### src/rtl/ltc2324_pkg.sv
// Shared types and constants for the LTC2324 acquisition path.
package ltc2324_pkg;

  // Sequencer phases within one conversion frame
  typedef enum logic [2:0] {
    ST_IDLE      = 3'd0,
    ST_CNV       = 3'd1,
    ST_CONV_WAIT = 3'd2,
    ST_READ      = 3'd3,
    ST_DRAIN     = 3'd4,
    ST_LATCH     = 3'd5,
    ST_HOLD      = 3'd6
  } seq_state_e;

  // Default frame phase lengths
  localparam int unsigned DEF_CNV_HIGH_CYC = 3;
  localparam int unsigned DEF_CONV_CYC     = 45;
  localparam int unsigned DEF_SCK_BITS     = 16;
  localparam int unsigned DEF_DRAIN_CYC    = 4;

  // Channel codes carried in the deserializer words
  localparam logic [2:0] CH_CODE_1 = 3'd1;
  localparam logic [2:0] CH_CODE_2 = 3'd2;
  localparam logic [2:0] CH_CODE_3 = 3'd3;
  localparam logic [2:0] CH_CODE_4 = 3'd4;

  // Shortest frame that fits every phase plus the latch cycle
  function automatic int unsigned min_frame(input int unsigned cnv_high,
                                            input int unsigned conv,
                                            input int unsigned sck,
                                            input int unsigned drain);
    return cnv_high + conv + sck + drain + 1;
  endfunction

endpackage

### src/rtl/ltc2324_frame_timer.sv
// Frame period counter: holds the clamped period P, flags the last cycle
// of each frame so the next one starts exactly P cycles after the previous.
module ltc2324_frame_timer
  import ltc2324_pkg::*;
#(
  parameter int unsigned PERIOD_W  = 16,
  parameter int unsigned MIN_FRAME = min_frame(DEF_CNV_HIGH_CYC, DEF_CONV_CYC,
                                               DEF_SCK_BITS, DEF_DRAIN_CYC)
) (
  input  logic                clk,
  input  logic                reset,
  input  logic                load,
  input  logic                halt,
  input  logic [PERIOD_W-1:0] cfg_period,
  output logic                next_frame_c,
  output logic                cfg_err
);

  logic [PERIOD_W-1:0] per_q, per_d;
  logic [PERIOD_W-1:0] cnt_q, cnt_d;
  logic                run_q, run_d;
  logic                cfg_err_q, cfg_err_d;
  logic                clamp_c;

  // Period latch on load, free-running wrap counter while running
  always_comb begin
    per_d        = per_q;
    cnt_d        = cnt_q;
    run_d        = run_q;
    cfg_err_d    = cfg_err_q;
    clamp_c      = (cfg_period < PERIOD_W'(MIN_FRAME));
    next_frame_c = run_q && (cnt_q == (per_q - PERIOD_W'(1)));
    if (load) begin
      per_d     = clamp_c ? PERIOD_W'(MIN_FRAME) : cfg_period;
      cnt_d     = '0;
      run_d     = 1'b1;
      cfg_err_d = clamp_c;
    end else if (halt) begin
      cnt_d = '0;
      run_d = 1'b0;
    end else if (run_q) begin
      cnt_d = next_frame_c ? '0 : (cnt_q + PERIOD_W'(1));
    end
  end

  // Timer state registers
  always_ff @(posedge clk) begin
    if (reset) begin
      per_q     <= PERIOD_W'(MIN_FRAME);
      cnt_q     <= '0;
      run_q     <= 1'b0;
      cfg_err_q <= 1'b0;
    end else begin
      per_q     <= per_d;
      cnt_q     <= cnt_d;
      run_q     <= run_d;
      cfg_err_q <= cfg_err_d;
    end
  end

  assign cfg_err = cfg_err_q;

endmodule

### src/rtl/ltc2324_acq_sequencer.sv
// LTC2324 acquisition sequencer: one CNV/conversion/SCK/latch frame every
// P clocks, continuous or N-frame burst, with graceful stop.
// Optional: define LTC2324_TIMESTAMP_EN to add the 8-bit frame_ts output.
module ltc2324_acq_sequencer
  import ltc2324_pkg::*;
#(
  parameter int unsigned PERIOD_W     = 16,
  parameter int unsigned CNV_HIGH_CYC = 3,
  parameter int unsigned CONV_CYC     = 45,
  parameter int unsigned SCK_BITS     = 16,
  parameter int unsigned DRAIN_CYC    = 4
) (
  input  logic                clk,
  input  logic                reset,
  input  logic                start,
  input  logic                stop,
  input  logic [PERIOD_W-1:0] cfg_period,
  input  logic [PERIOD_W-1:0] cfg_count,
  output logic                busy,
  output logic                cnv_en,
  output logic                sck_gate,
  output logic                rx_start,
  output logic                data_latch,
  output logic [PERIOD_W-1:0] sample_cnt,
  output logic                done,
`ifdef LTC2324_TIMESTAMP_EN
  output logic [7:0]          frame_ts,
`endif
  output logic                cfg_err
);

  localparam int unsigned MIN_FRAME = min_frame(CNV_HIGH_CYC, CONV_CYC, SCK_BITS, DRAIN_CYC);
  // Phase counter must hold the longest phase length (CONV_CYC)
  localparam int unsigned PH_W      = 8;

  seq_state_e          state_q, state_d;
  logic [PH_W-1:0]     ph_q, ph_d;
  logic [PERIOD_W-1:0] count_q, count_d;
  logic [PERIOD_W-1:0] sample_cnt_q, sample_cnt_d;
  logic                stop_pend_q, stop_pend_d;
  logic                busy_q, busy_d;
  logic                cnv_en_q, cnv_en_d;
  logic                sck_gate_q, sck_gate_d;
  logic                rx_start_q, rx_start_d;
  logic                data_latch_q, data_latch_d;
  logic                done_q, done_d;
  logic                load_c, halt_c, end_c;
  logic                next_frame_c, stop_seen_c, burst_end_c;
`ifdef LTC2324_TIMESTAMP_EN
  logic [7:0]          frame_ts_q, frame_ts_d;
`endif

  ltc2324_frame_timer #(
    .PERIOD_W  (PERIOD_W),
    .MIN_FRAME (MIN_FRAME)
  ) u_frame_timer (
    .clk          (clk),
    .reset        (reset),
    .load         (load_c),
    .halt         (halt_c),
    .cfg_period   (cfg_period),
    .next_frame_c (next_frame_c),
    .cfg_err      (cfg_err)
  );

  // Next-state, phase counting and registered-output decode
  always_comb begin
    state_d      = state_q;
    ph_d         = ph_q;
    count_d      = count_q;
    sample_cnt_d = sample_cnt_q;
    stop_pend_d  = stop_pend_q;
    done_d       = 1'b0;
    load_c       = 1'b0;
    halt_c       = 1'b0;
    end_c        = 1'b0;
    stop_seen_c  = stop_pend_q | stop;
    burst_end_c  = (count_q != '0) && (sample_cnt_q == count_q);
`ifdef LTC2324_TIMESTAMP_EN
    frame_ts_d   = frame_ts_q;
`endif

    case (state_q)
      ST_IDLE: begin
        if (start) begin
          state_d      = ST_CNV;
          ph_d         = '0;
          count_d      = cfg_count;
          sample_cnt_d = '0;
          stop_pend_d  = 1'b0;
          load_c       = 1'b1;
`ifdef LTC2324_TIMESTAMP_EN
          frame_ts_d   = '0;
`endif
        end
      end
      ST_CNV: begin
        if (ph_q == PH_W'(CNV_HIGH_CYC - 1)) begin
          state_d = ST_CONV_WAIT;
          ph_d    = '0;
        end else begin
          ph_d = ph_q + PH_W'(1);
        end
      end
      ST_CONV_WAIT: begin
        if (ph_q == PH_W'(CONV_CYC - 1)) begin
          state_d = ST_READ;
          ph_d    = '0;
        end else begin
          ph_d = ph_q + PH_W'(1);
        end
      end
      ST_READ: begin
        if (ph_q == PH_W'(SCK_BITS - 1)) begin
          state_d = ST_DRAIN;
          ph_d    = '0;
        end else begin
          ph_d = ph_q + PH_W'(1);
        end
      end
      ST_DRAIN: begin
        if (ph_q == PH_W'(DRAIN_CYC - 1)) begin
          state_d = ST_LATCH;
          ph_d    = '0;
        end else begin
          ph_d = ph_q + PH_W'(1);
        end
      end
      ST_LATCH: begin
        // A minimum-length period has no HOLD cycles at all
        if (burst_end_c) begin
          end_c = 1'b1;
        end else if (next_frame_c) begin
          if (stop_seen_c) begin
            end_c = 1'b1;
          end else begin
            state_d = ST_CNV;
            ph_d    = '0;
          end
        end else begin
          state_d = ST_HOLD;
        end
      end
      ST_HOLD: begin
        if (next_frame_c) begin
          if (stop_seen_c) begin
            end_c = 1'b1;
          end else begin
            state_d = ST_CNV;
            ph_d    = '0;
          end
        end
      end
      default: begin
        state_d = ST_IDLE;
        ph_d    = '0;
      end
    endcase

    if (end_c) begin
      state_d     = ST_IDLE;
      ph_d        = '0;
      done_d      = 1'b1;
      halt_c      = 1'b1;
      stop_pend_d = 1'b0;
    end

    // Stop never truncates a frame; it is remembered until the frame ends
    if (stop && (state_q != ST_IDLE) && !end_c) begin
      stop_pend_d = 1'b1;
    end

    if ((state_d == ST_LATCH) && (sample_cnt_q != {PERIOD_W{1'b1}})) begin
      sample_cnt_d = sample_cnt_q + PERIOD_W'(1);
    end
`ifdef LTC2324_TIMESTAMP_EN
    if (state_d == ST_LATCH) begin
      frame_ts_d = frame_ts_q + 8'd1;
    end
`endif

    busy_d       = (state_d != ST_IDLE);
    cnv_en_d     = (state_d == ST_CNV);
    sck_gate_d   = (state_d == ST_READ);
    rx_start_d   = (state_d == ST_CONV_WAIT) && (ph_d == PH_W'(CONV_CYC - 1));
    data_latch_d = (state_d == ST_LATCH);
  end

  // Sequencer state and output registers
  always_ff @(posedge clk) begin
    if (reset) begin
      state_q      <= ST_IDLE;
      ph_q         <= '0;
      count_q      <= '0;
      sample_cnt_q <= '0;
      stop_pend_q  <= 1'b0;
      busy_q       <= 1'b0;
      cnv_en_q     <= 1'b0;
      sck_gate_q   <= 1'b0;
      rx_start_q   <= 1'b0;
      data_latch_q <= 1'b0;
      done_q       <= 1'b0;
`ifdef LTC2324_TIMESTAMP_EN
      frame_ts_q   <= '0;
`endif
    end else begin
      state_q      <= state_d;
      ph_q         <= ph_d;
      count_q      <= count_d;
      sample_cnt_q <= sample_cnt_d;
      stop_pend_q  <= stop_pend_d;
      busy_q       <= busy_d;
      cnv_en_q     <= cnv_en_d;
      sck_gate_q   <= sck_gate_d;
      rx_start_q   <= rx_start_d;
      data_latch_q <= data_latch_d;
      done_q       <= done_d;
`ifdef LTC2324_TIMESTAMP_EN
      frame_ts_q   <= frame_ts_d;
`endif
    end
  end

  assign busy       = busy_q;
  assign cnv_en     = cnv_en_q;
  assign sck_gate   = sck_gate_q;
  assign rx_start   = rx_start_q;
  assign data_latch = data_latch_q;
  assign sample_cnt = sample_cnt_q;
  assign done       = done_q;
`ifdef LTC2324_TIMESTAMP_EN
  assign frame_ts   = frame_ts_q;
`endif

endmodule
### config.mk
export PLATFORM = sky130hd
export DESIGN_NAME = ltc2324_acq_sequencer
export DESIGN_NICKNAME = d
export VERILOG_FILES = /design/src/rtl/ltc2324_pkg.sv /design/src/rtl/ltc2324_frame_timer.sv /design/src/rtl/ltc2324_acq_sequencer.sv
export SDC_FILE = /design/constraint.sdc
export NUM_CORES = 1
export LEC_CHECK = 0
export CORE_MARGIN = 2
export CORE_UTILIZATION = 40
export DETAILED_ROUTE_END_ITERATION = 8
export PLACE_DENSITY = 0.73
export SLEW_MARGIN = 0
export SYNTH_ARGS = -nofsm -noshare
export SYNTH_HDL_FRONTEND = slang
export SYNTH_SLANG_ARGS = --single-unit
export TNS_END_PERCENT = 1
### constraint.sdc
create_clock -name clk -period 4.74 [get_ports clk]
set_clock_uncertainty 0.15 [all_clocks]
set_input_delay 0.948 -clock clk [delete_from_list [all_inputs] [get_ports clk]]
set_output_delay 0.948 -clock clk [all_outputs]
set_load 0.01 [all_outputs]
==> run metrics <==
Fin Setup TNS=0 ps; Tot GR Track Use=0.201; share of async-settable or async-resettable flops after synthesis=0; Starting Density=0.409; GRT overflow=0; synthesis warning total=0; via count=around 4,300; global-route wire length before repair=20.8 mm; CTS HTree Levels=3; CP Cell Sequence=inv_1 > ha_1 > or3b_2 > or4_1 > o211a_1 > o22ai_1 > a2111oi_4 > a31oi_1 > a31oi_1 > or4_1 > nor4b_2; # setup viols final=0; num ports=59; wire per inst=15.6 um; Top Usage Layer GRT=met2; CP Class=flip-flop to flip-flop; worst skew pair latency=340 ps; placed cell areas=roughly 5300 um2; Post-Syn Area=4660 um2; PwrDens=307 nW/um2; RSZ-0062 raised after global routing=no; PostCTS Resize Cnt=0; Detailed Route Iter0 Violations=326; Worst slew margin=0.321; Fin Hold WS=340 ps; crit path launch=u_frame_timer.per_q[0]; initial antenna violation count=0; # Max-Cap Violations=0; RR Startpoint=u_frame_timer.per_q[0]; slowest stage delay, CP=840 ps; syn_area_per_cell=7.83 um2; Avg Vias per Cell=around 5.6; Hold Crit Class=flip-flop to flip-flop; Slowest cell on crit path=a31oi_1; switch share=0.278; commonest non-fill, non-tap cells in the layout=dfxtp_1, nor2_1, nand2_1; final non-filler cell total=just under 800; synthesis-to-finish area growth=19.4%; fin nets=677; switching pwr=roughly 480 uW; Residual DRC=0; Worst Hold Depth=2; clock-pin transition on the worst setup and hold timing paths=60 ps; static leakage=between 1.5 and 2 nW; clk buf depth=2; CTS buffer count=9; Syn Inst Count=596; die span in y=112 um; syn_nets=638; Seq pwr share=0.461; Routed Antenna Nets=0; Final Total Pwr=1.71 mW; register area share after synthesis=0.361; Slew @ Worst Pin=1010 ps; Critical Path RT=4830 ps; post-DP HPWL=between 8 and 9 mm; M2 GR Usage=0.327; combinational share of power=0.161; grt met3 use=0.0430; # diodes=0; EDFF count, synth=0; placed instance count=767; Port-buffer cells=58; hold buffer count at CTS=0; fin crit share=0.902; max frequency=0.234 GHz; Final Max Tran Viols=0; CTS sink count=84; CP arrival=about 4400 ps; die extent in x=~110 um; Setup Fix Bufs, Post-CTS=0; pin count of the biggest net entering global routing=54; core area=~11,000 um2; DIE AREA=around 13,000 um2; row count=39; most common cell after layout, fill and taps aside=dfxtp_1; GR Util met1=0.264; hold wc startpoint=count_q[1]; startpoint types=flip-flop; TritonCTS clock tree=yes; result of the run=completed; minimum clock period=4270 ps; CTS root buf=clkbuf_16; design area=5570 um2; ys flop type=dfxtp_1; Detailed Routing Iterations Pass 1=5; layout cells sized above 1=0.0594; last weighted congestion value of the routability-driven placer=0.901; CP Capture Type=flip-flop; Post-Route WL=approximately 12 mm; final hold violation count=0; Worst Path Max Fanout=11; Peak VDD IR=around 0.00014 V; Synth cell types=60; total internal power=1.23 mW; Reg2Reg Depth=11; Synth Register Bits=84; clock group share of total power=0.378; number of global-route vias before repair=4,299
[sequential cells by signal, summed over array words and instances (netlist names)]
| name | count |
|---|---|
| cnv_en | 1 |
| sck_gate | 1 |
| u_frame_timer.cnt_q | 16 |
| u_frame_timer.cfg_err | 1 |
| u_frame_timer.per_q | 16 |
| done | 1 |
| sample_cnt | 16 |
| data_latch | 1 |
| count_q | 16 |
| u_frame_timer.run_q | 1 |
| rx_start | 1 |
| busy | 1 |
| state_q | 3 |
| stop_pend_q | 1 |
| ph_q | 8 |
[area by class of cell]
| cell class | count | area, um2 |
|---|---|---|
| inverters | 11 | 41.3 |
| well taps | 143 | 179 |
| clock inverters | 4 | 25.0 |
| clock buffers | 12 | 246 |
| repair buffers | 63 | 613 |
| flip-flops and latches | 84 | 1680 |
| multi-input cells | 466 | 2790 |
| fillers | 1118 | 5850 |
[kinds of logic after synthesis]
group	Yosys count	synth area share
compound gates	131	0.178
buf+inv	46	0.0424
flops	84	0.361
simple gates	272	0.296
xor+xnor	56	0.105
fa+ha+maj	6	0.0161
mux	1	0.00215
[final timing paths]
path | slack (ps) | end
setup / recovery | 470 | rx_start
hold / removal | 340 | count_q[1]
setup reg to reg | 470 | rx_start
hold reg to reg | 340 | count_q[1]
[routing by layer]
| layer | part of all wire | vias up |
|---|---|---|
| met2 | 0.48 | 125 |
| met3 | 0.046 | 13 |
| li1 | - | 2170 |
| met4 | 0.011 | 0 |
| met1 | 0.46 | 2038 |
| met5 | 0 | - |
[synthesized netlist by cell type (4+ instances only)]
cell | n | area (um2)
inv_1 | 11 | 41.3
nand3b_1 | 10 | 75.1
and3_1 | 18 | 113
a21oi_1 | 56 | 280
nor4_1 | 10 | 62.6
nand2_1 | 66 | 248
a22oi_1 | 11 | 82.6
o31ai_1 | 5 | 37.5
or4_1 | 6 | 45.0
o21ai_0 | 25 | 125
xnor2_1 | 39 | 342
nand3_1 | 18 | 90.1
ha_1 | 6 | 75.1
or3_1 | 11 | 68.8
dfxtp_1 | 84 | 1680
nor2_1 | 74 | 278
nand4_1 | 10 | 62.6
a31oi_1 | 5 | 31.3
xor2_1 | 17 | 149
nand2b_1 | 8 | 50.1
nor2b_1 | 4 | 25.0
clkbuf_1 | 28 | 105
and2_1 | 4 | 25.0
nor3_1 | 15 | 75.1
or2_2 | 4 | 25.0
[worst max-delay path: cells and delay by family, from the launching register on]
kind                       cells  cell delay [ps]
adders and majority gates      1              310
buffers and inverters          1               80
DFF                            1              370
and+or+nand+nor                4             1650
AOI/OAI and AO/OA              5             1620
[metrics by stage]
step / worst slack [ps] / utilization
floorplan: 1260 / -
global placement: 721 / 0.464
detailed placement: 599 / 0.464
CTS: 523 / 0.488
global route: 135 / 0.488
finish: 466 / 0.488
[power by group through the flow]
stage / sequential [mW] / combinational, mW / clock [mW]
3_3_place_gp: 0.801 / 0.268 / 0
6_report: 0.788 / 0.275 / 0.646
3_5_place_dp: 0.803 / 0.273 / 0
5_1_grt: 0.795 / 0.308 / 0.690
4_1_cts: 0.788 / 0.275 / 0.657
2_1_floorplan: 0.785 / 0.200 / 0
No activity file was read; power rests on OpenSTA's default activity.
